[src/rtl/ay_psg.sv]
// AY-3-8910 compatible sound generator on the ZX128 ports FFFD/BFFD.
// Three tone channels, LFSR noise, envelope, log volume table, 10-bit mix and PWM output.
module ay_psg #(
   parameter int CLK_DIV = 14
) (
   input  logic        clock_25,
   input  logic        RESET_N,
   input  logic [15:0] A,
   input  logic [7:0]  D_in,
   input  logic        nIORQ,
   input  logic        nRD,
   input  logic        nWR,
   output logic [7:0]  D_out,
   output logic        d_oe,
   output logic [9:0]  audio,
   output logic        audio_pwm
);

   localparam int DIV_W = $clog2(CLK_DIV);
   localparam logic [DIV_W-1:0] DIV_LAST = DIV_W'(CLK_DIV - 1);

   logic [7:0]       r_regs [16];
   logic [3:0]       r_sel;
   logic [1:0]       r_iorqSync, r_wrSync, r_rdSync;
   logic             r_writePrev;
   logic [DIV_W-1:0] r_div;
   logic [3:0]       r_ceCnt;
   logic             r_noiseHalf;
   logic [4:0]       r_noiseCnt;
   logic [16:0]      r_lfsr;
   logic [15:0]      r_envCnt;
   logic [3:0]       r_envStep;
   logic             r_envAtt, r_envHeld, r_envHoldHigh;
   logic [9:0]       r_audio, r_pc;
   logic             r_pwm;

   logic        w_write, w_writeEdge, w_selWrite, w_dataWrite, w_unusedAddr;
   logic        w_ce, w_tick8, w_tick16, w_noiseTick, w_noise;
   logic [5:0]  w_noiseNext;
   logic        w_noiseExpire;
   logic [16:0] w_envNext;
   logic [15:0] w_envPeriod;
   logic        w_envExpire;
   logic [3:0]  w_envLevel;
   logic [2:0]  w_tone, w_gate;
   logic [7:0]  w_amp [3];
   logic [9:0]  w_mix;

   function automatic logic [7:0] regMask(input logic [3:0] idx);
      case (idx)
         4'd1, 4'd3, 4'd5, 4'd13: regMask = 8'h0F;
         4'd6, 4'd8, 4'd9, 4'd10: regMask = 8'h1F;
         default:                 regMask = 8'hFF;
      endcase
   endfunction

   function automatic logic [7:0] volTable(input logic [3:0] lvl);
      case (lvl)
         4'd0: volTable = 8'd0;    4'd1: volTable = 8'd1;
         4'd2: volTable = 8'd2;    4'd3: volTable = 8'd3;
         4'd4: volTable = 8'd4;    4'd5: volTable = 8'd6;
         4'd6: volTable = 8'd8;    4'd7: volTable = 8'd11;
         4'd8: volTable = 8'd16;   4'd9: volTable = 8'd23;
         4'd10: volTable = 8'd32;  4'd11: volTable = 8'd45;
         4'd12: volTable = 8'd64;  4'd13: volTable = 8'd90;
         4'd14: volTable = 8'd128; default: volTable = 8'd255;
      endcase
   endfunction

   // Strobes are asynchronous to clock_25; a write acts once, on its first synchronised cycle.
   assign w_write      = ~r_iorqSync[1] & ~r_wrSync[1] & r_rdSync[1];
   assign w_writeEdge  = w_write & ~r_writePrev;
   assign w_selWrite   = w_writeEdge & A[15] & A[14] & ~A[1] & (D_in[7:4] == 4'd0);
   assign w_dataWrite  = w_writeEdge & A[15] & ~A[14] & ~A[1];
   assign w_unusedAddr = ^{A[13:2], A[0]};

   assign d_oe  = RESET_N & ~nIORQ & ~nRD & A[15] & A[14] & ~A[1];
   assign D_out = d_oe ? r_regs[r_sel] : 8'hFF;

   always_ff @(posedge clock_25) begin
      if (!RESET_N) begin
         r_iorqSync  <= 2'b11;
         r_wrSync    <= 2'b11;
         r_rdSync    <= 2'b11;
         r_writePrev <= 1'b0;
         r_sel       <= 4'd0;
         r_regs      <= '{default: 8'h00};
      end else begin
         r_iorqSync  <= {r_iorqSync[0], nIORQ};
         r_wrSync    <= {r_wrSync[0], nWR};
         r_rdSync    <= {r_rdSync[0], nRD};
         r_writePrev <= w_write;
         if (w_selWrite)  r_sel <= D_in[3:0];
         if (w_dataWrite) r_regs[r_sel] <= D_in & regMask(r_sel);
      end
   end

   assign w_ce        = (r_div == DIV_LAST);
   assign w_tick8     = w_ce & (r_ceCnt[2:0] == 3'd7);
   assign w_tick16    = w_ce & (r_ceCnt == 4'd15);
   assign w_noiseTick = w_tick8 & r_noiseHalf;

   always_ff @(posedge clock_25) begin
      if (!RESET_N) begin
         r_div       <= '0;
         r_ceCnt     <= 4'd0;
         r_noiseHalf <= 1'b0;
      end else begin
         r_div <= w_ce ? '0 : r_div + DIV_W'(1);
         if (w_ce)    r_ceCnt     <= r_ceCnt + 4'd1;
         if (w_tick8) r_noiseHalf <= ~r_noiseHalf;
      end
   end

   // Period 0 behaves as 1; a period lowered below the count expires on the next tick.
   for (genvar ch = 0; ch < 3; ch++) begin : g_chan
      logic [11:0] r_cnt;
      logic        r_out;
      logic [11:0] w_period;
      logic [12:0] w_next;
      logic        w_expire;
      logic [3:0]  w_level;

      assign w_period = {r_regs[2*ch+1][3:0], r_regs[2*ch]};
      assign w_next   = {1'b0, r_cnt} + 13'd1;
      assign w_expire = w_next >= {1'b0, (w_period == 12'd0) ? 12'd1 : w_period};

      always_ff @(posedge clock_25) begin
         if (!RESET_N) begin
            r_cnt <= 12'd0;
            r_out <= 1'b0;
         end else if (w_tick8) begin
            if (w_expire) begin
               r_cnt <= 12'd0;
               r_out <= ~r_out;
            end else begin
               r_cnt <= w_next[11:0];
            end
         end
      end

      assign w_level   = r_regs[8+ch][4] ? w_envLevel : r_regs[8+ch][3:0];
      assign w_amp[ch] = w_gate[ch] ? volTable(w_level) : 8'd0;
      assign w_tone[ch] = r_out;
   end

   assign w_noise       = r_lfsr[0];
   assign w_noiseNext   = {1'b0, r_noiseCnt} + 6'd1;
   assign w_noiseExpire = w_noiseNext >= {1'b0, (r_regs[6][4:0] == 5'd0) ? 5'd1 : r_regs[6][4:0]};

   always_ff @(posedge clock_25) begin
      if (!RESET_N) begin
         r_noiseCnt <= 5'd0;
         r_lfsr     <= 17'h1;
      end else if (w_noiseTick) begin
         if (w_noiseExpire) begin
            r_noiseCnt <= 5'd0;
            r_lfsr     <= {r_lfsr[0] ^ r_lfsr[3], r_lfsr[16:1]};
         end else begin
            r_noiseCnt <= w_noiseNext[4:0];
         end
      end
   end

   assign w_envPeriod = {r_regs[12], r_regs[11]};
   assign w_envNext   = {1'b0, r_envCnt} + 17'd1;
   assign w_envExpire = w_envNext >= {1'b0, (w_envPeriod == 16'd0) ? 16'd1 : w_envPeriod};
   assign w_envLevel  = r_envHeld ? {4{r_envHoldHigh}} : (r_envAtt ? r_envStep : ~r_envStep);

   // R13 bits: [3] continue, [2] attack, [1] alternate, [0] hold. A write to R13 restarts the shape.
   always_ff @(posedge clock_25) begin
      if (!RESET_N) begin
         r_envCnt      <= 16'd0;
         r_envStep     <= 4'd0;
         r_envAtt      <= 1'b0;
         r_envHeld     <= 1'b0;
         r_envHoldHigh <= 1'b0;
      end else if (w_dataWrite && r_sel == 4'd13) begin
         r_envCnt  <= 16'd0;
         r_envStep <= 4'd0;
         r_envHeld <= 1'b0;
         r_envAtt  <= D_in[2];
      end else if (w_tick16) begin
         if (!w_envExpire) begin
            r_envCnt <= w_envNext[15:0];
         end else begin
            r_envCnt <= 16'd0;
            if (!r_envHeld) begin
               if (r_envStep != 4'd15) begin
                  r_envStep <= r_envStep + 4'd1;
               end else if (!r_regs[13][3]) begin
                  r_envHeld     <= 1'b1;
                  r_envHoldHigh <= 1'b0;
               end else if (r_regs[13][0]) begin
                  r_envHeld     <= 1'b1;
                  r_envHoldHigh <= r_regs[13][2] ^ r_regs[13][1];
               end else begin
                  r_envStep <= 4'd0;
                  if (r_regs[13][1]) r_envAtt <= ~r_envAtt;
               end
            end
         end
      end
   end

   assign w_gate = (w_tone | r_regs[7][2:0]) & ({3{w_noise}} | r_regs[7][5:3]);
   assign w_mix  = {2'b00, w_amp[0]} + {2'b00, w_amp[1]} + {2'b00, w_amp[2]};

   always_ff @(posedge clock_25) begin
      if (!RESET_N) begin
         r_audio <= 10'd0;
         r_pc    <= 10'd0;
         r_pwm   <= 1'b0;
      end else begin
         r_audio <= w_mix;
         r_pc    <= r_pc + 10'd1;
         r_pwm   <= (r_pc < r_audio);
      end
   end

   assign audio     = r_audio;
   assign audio_pwm = r_pwm;

endmodule
[config.mk]
export PLATFORM = sky130hd
export DESIGN_NAME = ay_psg
export DESIGN_NICKNAME = d
export VERILOG_FILES = /design/src/rtl/ay_psg.sv
export SDC_FILE = /design/constraint.sdc
export NUM_CORES = 1
export LEC_CHECK = 0
export BUFFER_PORTS_ARGS = -buffer_cell sky130_fd_sc_hd__buf_2
export CAP_MARGIN = 20
export CORE_MARGIN = 2
export CORE_UTILIZATION = 28
export CTS_CLUSTER_DIAMETER = 80
export DETAILED_ROUTE_END_ITERATION = 8
export HOLD_SLACK_MARGIN = 0.06
export PLACE_DENSITY = 0.4
export SLEW_MARGIN = 5
export SYNTH_ARGS = -nofsm -noshare
export SYNTH_HDL_FRONTEND = slang
export SYNTH_SLANG_ARGS = --single-unit
[constraint.sdc]
create_clock -name clock_25 -period 3.96 [get_ports clock_25]
set_input_delay 0.594 -clock clock_25 [delete_from_list [all_inputs] [get_ports clock_25]]
set_output_delay 0.594 -clock clock_25 [all_outputs]
set_load 0.01 [all_outputs]
==> run summary <==
• Placeable Area: 51100 um^2
• post-route minimum period: 3.59 ns
• worst skew pair latency: 0.55 ns
• largest area contributor in the synthesized netlist: sky130_fd_sc_hd__dfxtp_1
• Total GRT Usage: 16.1%
• kind of cell adding the most delay to the critical path: compound AO/OA/AOI/OAI gates
• final std cells w/o fill: 2388
• final estimated routing congestion in global placement: 0.790
• average wire per standard cell: 17.7 um
• slack of the worst reg-to-reg path: 0.37 ns
• count of mapped cells out of synthesis: 1675
• Net count, final: 1805
• instance count after placement with tap cells included: 2320
• number of setup violations in the final report: 0
• highest ir drop seen on vdd: 0.257 mV
• DP HPWL: 29000 um
• path class of the lowest-slack min-delay path: in2reg
• maximum clock frequency: 0.278 GHz
• Slew headroom: 28.7%
• htree depth: 2
• startpoint of the worst hold path: nWR
• launch point of the worst reg-to-reg path: r_envAtt
• crit path cell chain: buf_4 -> xor2_1 -> o21a_1 -> a21oi_2 -> and2_1 -> o21ai_0 -> a21oi_1 -> fa_1 -> ha_1 -> nor2b_1 -> o21ai_0 -> a21boi_1 -> o21a_1 -> o21a_1 -> o21ba_2
• area growth from synthesis to final layout: 15.1%
• maximum number of pins on one net before global-route repair: 131
• sequential share of the synthesized area: 35.4%
• count of unresolved DRC violations after routing: 0
• leakage component of the power: 6.37 nW
• crit start category: register
• mean post-synth cell area: 8.61 um^2
• number of top-level pins: 49
• Critical Path End Type: register
• worst setup path category: reg2reg
• transition at the pin with the smallest max-transition slack: 1.07 ns
• hold buffer count at cts: 0
• CTS tree: done
• buffers plus inverters on the worst setup path: 1
• primary flip-flop cell chosen by synthesis mapping: sky130_fd_sc_hd__dfxtp_1
• routed wire length: 42300 um
• total standard cell area after synthesis: 14400 um^2
• top-count cell post-synth: sky130_fd_sc_hd__dfxtp_1
• hold endpoint: r_wrSync[0]
• fraction of the cycle the final worst path needs: 90.8%
• post-synth top area share: 35.4%
• quantity of I/O buffers inserted on ports: 35
• die extent in y: 231 um
• number of DRC violations after detailed-routing iteration 0: 703
• FF+latch count, synth: 255
• delay of the slowest cell on the worst path: 0.45 ns
• Max Transition Viols Final: 0
• cell at the slowest stage of the critical path: sky130_fd_sc_hd__fa_1
• number of antenna violations at the first check in global routing: 1
• number of synthesized flops with an enable pin: 0
• fraction of the core area covered by cells at the end of the flow: 32.5%
• synthesized netlist net count: 1798
• number of distinct library cell variants in the gate-level netlist after synthesis: 76
• tightest hold margin: 0.224 ns
• CP Max Fanout: 6
• outcome: finished clean
• warnings from Yosys: 0
• initial standard-cell utilization of the core: 28.2%
• antenna diode count: 0
• cell type with the highest occurrence count on the critical path: sky130_fd_sc_hd__o21a_1
• clock sink count: 255
• global-route wire length before repair: 67500 um
• power density over cell area: 374 nW/um^2
• most area-consuming cells after synthesis: sky130_fd_sc_hd__dfxtp_1, sky130_fd_sc_hd__ha_1, sky130_fd_sc_hd__mux4_2
• number of rows created at floorplan: 83
• r2r endpoint: audio[9]
• via count: 11.8k
• leading cell types by count after synthesis: sky130_fd_sc_hd__dfxtp_1, sky130_fd_sc_hd__nor2_1, sky130_fd_sc_hd__a21oi_1
• overall die area: 53300 um^2
• Crit path arrival time: 4.02 ns
• total global routing overflow: 0
• Critical Path RT: 4.39 ns
• share of cells above drive strength 1: 12.4%
• clock buffer depth: 3
• router iterations before antenna repair: 4
• Final Skew: 0.0228 ns
• vias in the first global route: 11.6k
• number of cells on the worst reg-to-reg path: 15
• MaxCap Viol Count: 0
• clock tree root buffer cell: sky130_fd_sc_hd__clkbuf_16
• number of clock buffers inserted by TritonCTS: 38
• Hold Path Depth: 2
• share of async-settable or async-resettable flops after synthesis: 0%
• floorplan die width: 231 um
• final-report hold violation count: 0
• post-detailed-route via-to-cell ratio: 4.95
• remaining antenna violation count after routing: 0
• clock transition at the registers of the reported paths: 0.06 ns
## per-layer routing
| metal | part of all wire, % | global-route usage, % |
|---|---|---|
| met1 | 48 | 22.1 |
| met2 | 46 | 26.0 |
| met3 | 3.5 | 2.72 |
| met4 | 2.0 | 4.23 |
| met5 | 0 | 0 |
## flip-flops by register name, indices dropped and copies added (netlist names), 3 cells and up, named ones only
register,cells
audio,10
g_chan.r_cnt,36
g_chan.r_out,3
g_chan.w_period,36
r_ceCnt,4
r_div,4
r_envCnt,16
r_envStep,4
r_lfsr,17
r_noiseCnt,5
r_pc,10
r_regs,92
r_sel,4
## cell type report
class / instances / area (um^2)
clock buffers: 48 / 1030
clock inverters: 18 / 249
well taps: 680 / 851
multi-input cells: 1222 / 8520
inverters: 92 / 350
fillers: 5334 / 34500
repair buffers: 73 / 498
flip-flops and latches: 255 / 5110
## cell families (layout without fill, tap and decap cells)
logic type | count (synthesis) | after routing | synth area share [%]
flops | 255 | 255 | 35.4
xor+xnor | 68 | 68 | 4.13
mux | 124 | 124 | 12.1
compound gates | 303 | 303 | 12.8
simple gates | 633 | 633 | 21.1
buf+inv | 198 | 231 | 5.86
fa+ha+maj | 94 | 94 | 8.62
## repair_timing
item	in CTS	in global routing
hold endpoints to repair	0	0
setup buffers	0	2
gates resized for setup	0	18
setup endpoints to repair	0	5
## power breakdown
group          leakage, nW  switching [mW]  internal [mW]
sequential            2.06         0.00703           2.58
clock                0.619            1.32           2.17
combinational         3.69           0.109         0.0307
total                 6.37            1.43           4.78
## metrics by stage
step / setup TNS [ns] / setup slack [ns] / area, um^2 / power [mW]
finish: 0 / 0.365 / 16600 / 6.21
global route: -0.00475 / -0.00475 / 16600 / 6.44
CTS: 0 / 0.117 / 16500 / 6.33
detailed placement: 0 / 0.130 / 15300 / 2.78
global placement: 0 / 0.149 / 15300 / 2.78
floorplan: 0 / 0.405 / 14400 / 2.72
## cells in the final DEF (no fill, tap or decap), types with 38 or more instances in the layout
cell | netlist | routed
sky130_fd_sc_hd__nand2_1 | 131 | 131
sky130_fd_sc_hd__clkbuf_16 | 0 | 38
sky130_fd_sc_hd__mux4_2 | 40 | 40
sky130_fd_sc_hd__a21oi_1 | 143 | 136
sky130_fd_sc_hd__dfxtp_1 | 255 | 252
sky130_fd_sc_hd__o21ai_0 | 50 | 48
sky130_fd_sc_hd__ha_1 | 85 | 85
sky130_fd_sc_hd__mux2i_1 | 83 | 80
sky130_fd_sc_hd__nand3_1 | 106 | 106
sky130_fd_sc_hd__xnor2_1 | 38 | 38
sky130_fd_sc_hd__inv_1 | 91 | 90
sky130_fd_sc_hd__nor2_1 | 207 | 207
## how the worst max path moves through the flow
stage,startpoint,end,slack [ns],depth (start not counted)
after floorplan,r_envAtt,audio[9],0.41,18
after global placement,r_envAtt,audio[8],0.15,15
after detailed placement,r_envAtt,audio[8],0.13,15
after CTS,r_envAtt,audio[8],0.12,15
after global routing,r_envStep[3],audio[7],-0.005,17
final,r_envAtt,audio[9],0.37,15
Power figures use the tool's default switching activity.
